==> config.mk <==
export PLATFORM = sky130hd
export DESIGN_NAME = ex1_preimage
export DESIGN_NICKNAME = d
export VERILOG_FILES = /design/src/rtl/ex1_pkg.sv /design/src/rtl/ex1_func.sv /design/src/rtl/ex1_preimage.sv
export SDC_FILE = /design/constraint.sdc
export NUM_CORES = 1
export LEC_CHECK = 0
export CORE_MARGIN = 1
export CORE_UTILIZATION = 53
export DETAILED_ROUTE_END_ITERATION = 7
export PLACE_DENSITY = 0.83
export SLEW_MARGIN = 30
export SYNTH_ARGS = -nofsm -noshare
export SYNTH_HDL_FRONTEND = slang
export SYNTH_HIERARCHICAL = 1
export SYNTH_SLANG_ARGS = --single-unit
==> constraint.sdc <==
create_clock -name clk -period 4.5 [get_ports clk]
set_clock_uncertainty 0.05 [all_clocks]
set_input_delay 0.9 -clock clk [delete_from_list [all_inputs] [get_ports clk]]
set_output_delay 0.9 -clock clk [all_outputs]
set_load 0.01 [all_outputs]
==> src/rtl/ex1_pkg.sv <==
// rtl/ex1_pkg.sv - shared state encoding and table constants for the preimage scanner
package ex1_pkg;

   localparam int TABLE_SIZE = 8;
   localparam int IDX_W      = 3;

   typedef enum logic [1:0] {
      ST_IDLE = 2'd0,
      ST_SCAN = 2'd1,
      ST_DONE = 2'd2
   } state_t;

   localparam logic [IDX_W-1:0] IDX_LAST = IDX_W'(TABLE_SIZE - 1);

endpackage

==> src/rtl/ex1_func.sv <==
// rtl/ex1_func.sv - combinational a,b,c -> x,y function being inverted by the scanner
module ex1_func (
   input  logic a,
   input  logic b,
   input  logic c,
   output logic x,
   output logic y
);

   assign x = (~b & c) | (~a & c) | (a & b & ~c);
   assign y = (~a & ~b) | (~b & ~c) | (a & b);

endmodule

==> src/rtl/ex1_preimage.sv <==
// rtl/ex1_preimage.sv - scans all {a,b,c} once per start and reports those mapping to target
module ex1_preimage
   import ex1_pkg::*;
(
   input  logic                  clk,
   input  logic                  rst_n,
   input  logic                  start,
   input  logic [1:0]            target,
   output logic                  busy,
   output logic                  hit,
   output logic [2:0]            hit_abc,
   output logic                  done,
   output logic [TABLE_SIZE-1:0] match_mask,
   output logic [3:0]            match_count
);

   state_t           state;
   state_t           state_next;
   logic [1:0]       target_q;
   logic [IDX_W-1:0] idx;
   logic             fx;
   logic             fy;

   ex1_func u_func (
      .a (idx[2]),
      .b (idx[1]),
      .c (idx[0]),
      .x (fx),
      .y (fy)
   );

   always_ff @(posedge clk or negedge rst_n) begin
      if (!rst_n) begin
         state <= ST_IDLE;
      end else begin
         state <= state_next;
      end
   end

   always_comb begin
      state_next = state;
      case (state)
         ST_IDLE: if (start) state_next = ST_SCAN;
         ST_SCAN: if (idx == IDX_LAST) state_next = ST_DONE;
         ST_DONE: state_next = ST_IDLE;
         default: state_next = ST_IDLE;
      endcase
   end

   // Results are only touched by an accepted start or a SCAN hit, so they hold through DONE and IDLE.
   always_ff @(posedge clk or negedge rst_n) begin
      if (!rst_n) begin
         target_q    <= 2'b00;
         idx         <= '0;
         match_mask  <= '0;
         match_count <= 4'd0;
      end else begin
         case (state)
            ST_IDLE: begin
               if (start) begin
                  target_q    <= target;
                  idx         <= '0;
                  match_mask  <= '0;
                  match_count <= 4'd0;
               end
            end
            ST_SCAN: begin
               if (hit) begin
                  match_mask[idx] <= 1'b1;
                  match_count     <= match_count + 4'd1;
               end
               if (idx != IDX_LAST) begin
                  idx <= idx + IDX_W'(1);
               end
            end
            default: ;
         endcase
      end
   end

   assign busy    = (state != ST_IDLE);
   assign done    = (state == ST_DONE);
   assign hit     = (state == ST_SCAN) && ({fx, fy} == target_q);
   assign hit_abc = hit ? idx : 3'b000;

endmodule

; ---- Yosys cells after proc, flatten, opt, wreduce, memory -nomap -nowiden
; Cells that the tools add are included.
[classes]
addsub = 2
order_cmp = 2
n_eq_ne = 9
muxes = 15
bitwise_logic = 14
reduce_logical = 9
[ops]
columns = operator, n
row1 = $mux W8, 2
row2 = $pmux W8 S2, 1
row3 = $mux W3, 3
row4 = $mux W4, 2
row5 = $ne A2 B2 Y1 const B, 4
row6 = $or A8 B8 Y8, 1
row7 = $pmux W4 S2, 1
row8 = $and A1 B1 Y1, 6
row9 = $pmux W3 S2, 1
row10 = $reduce_and A3 Y1, 2
row11 = $add A4 B1 Y4 const B, 1
row12 = $lt A3 B4 Y1 const B, 1
row13 = $mux W2, 2
row14 = $or A1 B1 Y1, 4
row15 = $pmux W2 S2, 1
row16 = $reduce_and A2 Y1, 2
row17 = $reduce_bool A2 Y1, 2
row18 = $add A3 B1 Y3 const B, 1
row19 = $demux W1 S3, 1
row20 = $eq A3 B3 Y1 const B, 1
row21 = $ge A3 B1 Y1 const B, 1
row22 = $ne A3 B3 Y1 const B, 1
row23 = $not A1 Y1, 3
row24 = $eq A2 B1 Y1 const B, 1
row25 = 5 further kinds, 6
[totals]
regBits = 19
out_inout_bits = 18
word_cells = 56

; ---- Depth between registers and ports, before layout
[logic_depth]
depth_word = 8
depth_mapped = 5
depth_no_buf = 5

; ---- Modules after synthesis
; The synthesis kept the hierarchy.
[by_module_without_submodules]
columns = mod, instances, cells_each, area_each_um2
row1 = ex1_preimage, 1, 90, 1013.5
row2 = ex1_func, 1, 4, 28.8

; ---- Least setup slack after synthesis
; No wires, ideal clock.
[synth_timing]
path_kind = register to output
from = register idx[2]
to = output port hit_abc[1]
arrival_ns = 1.577
required_ns = 3.550
path_slack_ns = 1.973
path_stages_with_launch = 6
path_cell_list = dfrtp_1 nand2_1 xnor2_1 xor2_2 nor3_4 and2_1
[synth_via]
elab_chain_len = 7
[synth_rtl]
columns = item, line_no
row1 = "start, declared", ex1_preimage.sv:20  ; logic [IDX_W-1:0] idx;
row2 = "start signal, assigned", ex1_preimage.sv:73  ; idx <= idx + IDX_W'(1);
row3 = $not A1 Y1, ex1_func.sv:10  ; assign x = (~b & c) | (~a & c) | (a & b & ~c);
row4 = $and A1 B1 Y1, ex1_func.sv:10
row5 = $or A1 B1 Y1, ex1_func.sv:10
row6 = $or A1 B1 Y1 (*), ex1_func.sv:10
row7 = named net fx, ex1_preimage.sv:21  ; logic fx;
row8 = $eq A2 B2 Y1 (*), ex1_preimage.sv:83  ; assign hit = (state == ST_SCAN) && ({fx, fy} == target_q);
row9 = $logic_and A1 B1 Y1 (*), ex1_preimage.sv:83
row10 = named net hit, ex1_preimage.sv:10  ; output logic hit,
row11 = $mux W3 (*), ex1_preimage.sv:84  ; assign hit_abc = hit ? idx : 3'b000;
row12 = "end, declared", ex1_preimage.sv:11  ; output logic [2:0] hit_abc,
; Mark *: on every way through the listed nets, which the timed path passes. The rest lies on a longest branch.

; ---- Worst setup path after layout
[layout_timing]
from = register idx[2]
to = output port hit_abc[1]
[layout_via]
elab_chain_len = 7
[layout_rtl]
columns = item, line_no
row1 = $not A1 Y1, ex1_func.sv:10
row2 = $and A1 B1 Y1, ex1_func.sv:10
row3 = $or A1 B1 Y1, ex1_func.sv:10
row4 = $or A1 B1 Y1 (*), ex1_func.sv:10
row5 = named net fx, ex1_preimage.sv:21
row6 = $eq A2 B2 Y1 (*), ex1_preimage.sv:83
row7 = $logic_and A1 B1 Y1 (*), ex1_preimage.sv:83
row8 = $mux W3 (*), ex1_preimage.sv:84
; Marks and branches as above.

==> impl_results.md <==
* Slew HR at 0.4392
* Final Hold Viols at 0
* Filler cells at roughly 130
* Worst reg2reg setup slack at 2.56 ns
* Gr ovfl total at 0
* Top achievable clock speed at between 0.2 and 0.3 GHz
* Mapped Area at 1042 µm²
* Vias/cell at 5.711
* Initial Utilization at 0.5846
* Maxcap violations at 0
* Antenna Cells at 0
* WP data arrival at 2.52 ns
* Commonest non-fill, non-tap cells in the layout: clkdlybuf4s50_1 (22), dfrtp_1 (19), nor2_1 (8), nor4_1 (5), a22o_1 (5)
* Final HPWL DP at 1466 µm
* CTS root buf: clkbuf_4
* Final worst slack at 1.030 ns
* Final Power at 1032 µW
* Worst reg2reg path depth at 5
* Share of layout cells above drive strength 1 at 0.09402
* Die Y at 46.35 µm
* H-Tree Depth at 1
* RSZ-0062 raised after global routing: false
* Clock Latency Late Sink at ~0.29 ns
* Post-CTS Resized at 0
* Hold Crit Class: flop to flop
* CTS Sinks at 19
* Crit path from: idx[2]
* Status: finished, final reports clean
* Crit path time final at 3.470 ns
* Fin crit share at 0.7711
* Unique masters post-synth at 31
* Hold buffers post-CTS at 0
* PortBufs at 22
* PwrDens at roughly 790 nW/µm²
* Core area at 1783 µm²
* Slew Limit Fails at 0
* Fin nets at 126
* Synth Area per Inst at 11.09 µm²
* Crit Path Category: flop to output pin
* Ports at 23
* Vias in the first global route at 729
* Vias at 811
* Die X at between 40 and 50 µm
* Biggest area consumer among synthesized cells: dfrtp_1
* Final WL at between 2000 and 2500 µm
* Initial antenna violation count at 0
* Hold Path Depth at 1
* Die ar. at 2148 µm²
* Gpl congestion at ~0.8
* Top post-synthesis cells by area: dfrtp_1 (46%), a22o_1 (4.2%), mux2i_1 (3.8%), ha_1 (3.6%), a41oi_1 (3.4%)
* Reg-to-reg endpoint: match_count[3]
* Clock buffer depth at 2
* First-pass GRT wire length at 3160 µm
* Num CTS Buffers at 3
* CP Launch Type: flop
* Clk slew on worst S/H paths at ~0.11 ns
* Seq/Total Area, Yosys at 0.4562
* VDD IR-drop max at 0.4349 mV
* Setup violations, final at 0
* CTS tree: done
* Flops & latches, synth at 19
* Least-Margin Pin Slew at 0.8386 ns
* Gr usage total at 0.2116
* Synthesized instance count at 94
* Yosys top cell area share at 0.4562
* Worst slack, placed at ~1.3 ns
* WP data required at 3.55 ns
* Area Growth Syn to Fin at 25.33%
* Syn_nets at slightly above 100
* Yosys warning count at 6
* Initial drt markers at 23
* Post-CTS Setup Inserts at 0
* Worst Hold Launch: match_mask[1]
* Commonest non-fill, non-tap cell in the layout: clkdlybuf4s50_1
* Largest net degree at the start of global routing at 20
* Leakage at around 0.00055 µW
* DRT Pass-1 Iters at 4
* RR Startpoint: idx[2]
* Antenna-violating nets left at 0
* DR DRC count at 0
* TNS Setup at 0 ns
* Placement Rows at 15
* CP max FO at 10
* Critical path endpoint category: output pin
* Routed WL per cell at between 10 and 15 µm
* Hold endpoint: match_mask[1]
==> state kept, by name, indices dropped and copies added, names as in the netlist <==
| name | flops |
|---|---|
| match_count | 4 |
| target_q | 2 |
| match_mask | 8 |
| state | 2 |
| idx | 3 |
==> cells in the mapped netlist <==
cell type and instances:
nor4bb_1 1, and2_1 2, buf_2 2, o21a_1 4, xor2_2 2, nand2b_1 2, mux2_2 3, nor2b_1 4
clkbuf_1 1, or4b_1 1, nand2_1 4, or2_2 1, nor2_1 8, nand4b_1 3, inv_1 3, ha_1 3
a31oi_1 1, o21bai_1 1, dfrtp_1 19, a22o_1 5, xnor2_1 3, or4_1 1, a41oi_1 4, o22ai_1 1
o311ai_0 1, and4bb_2 1, nor3_4 1, mux2i_1 4, nor4_1 5, or3b_1 1, nand3_1 2
==> critical path: stages (launching register included) <==
cell and delay, ns:
dfrtp_1 0.56, nand2_1 0.11, xnor2_1 0.32, xor2_2 0.22
nor3_4 0.31, and2_1 0.17, clkdlybuf4s50_1 0.54
==> layer usage <==
metal	vias to the layer above	wire length [µm]	GRT usage
met5	-	0	0
met4	0	12	0.1176
met1	387	949	0.2698
met3	2	101	0.03922
met2	26	976	0.3333
li1	396	-	-
==> final cells by class <==
type                    instances  area, µm²  share of cell area
multi-input cells              69      541.8              0.4148
flip-flops and latches         19      475.5              0.3640
repair buffers                 22      220.2              0.1686
well taps                      25      31.28             0.02395
clock buffers                   4      26.28             0.02011
inverters                       3      11.26            0.008621
==> power by group <==
part | leakage (µW) | switching, µW | total (µW) | internal, µW
clock | 0.0000150 | 51.8 | 86.3 | 34.5
sequential | 0.000233 | 98.4 | 340 | 241
combinational | 0.000299 | 293 | 606 | 314
==> cell families after synthesis <==
| group | share of synthesized area |
|---|---|
| AO/OA/AOI/OAI | 0.1321 |
| XOR/XNOR | 0.05643 |
| adder cells (fa/ha/maj) | 0.03602 |
| buffers and inverters | 0.02401 |
| flip-flops | 0.4562 |
| multiplexers | 0.07083 |
| AND/OR/NAND/NOR | 0.2245 |
==> worst max-delay path by stage <==
stage	to	slack, ns	cells past startpoint
6_report	hit_abc[1]	1.03	6
5_1_grt	hit_abc[1]	0.85	6
4_1_cts	hit_abc[1]	1.00	6
3_5_place_dp	hit_abc[1]	1.34	6
3_3_place_gp	hit_abc[2]	1.41	6
2_1_floorplan	hit_abc[1]	1.97	5
==> metrics by stage <==
stage                     cells  area (µm²)  hold WS, ns    util
final                       142        1306       0.4486  0.7326
after global routing        142        1306       0.4691  0.7326
after CTS                   142        1306       0.4557  0.7326
after detailed placement    138        1280       0.4308  0.7179
after global placement      138        1280       0.4229  0.7179
after floorplan              94        1042       0.4808       -
Note: power is estimated with default switching activity, not from simulation.
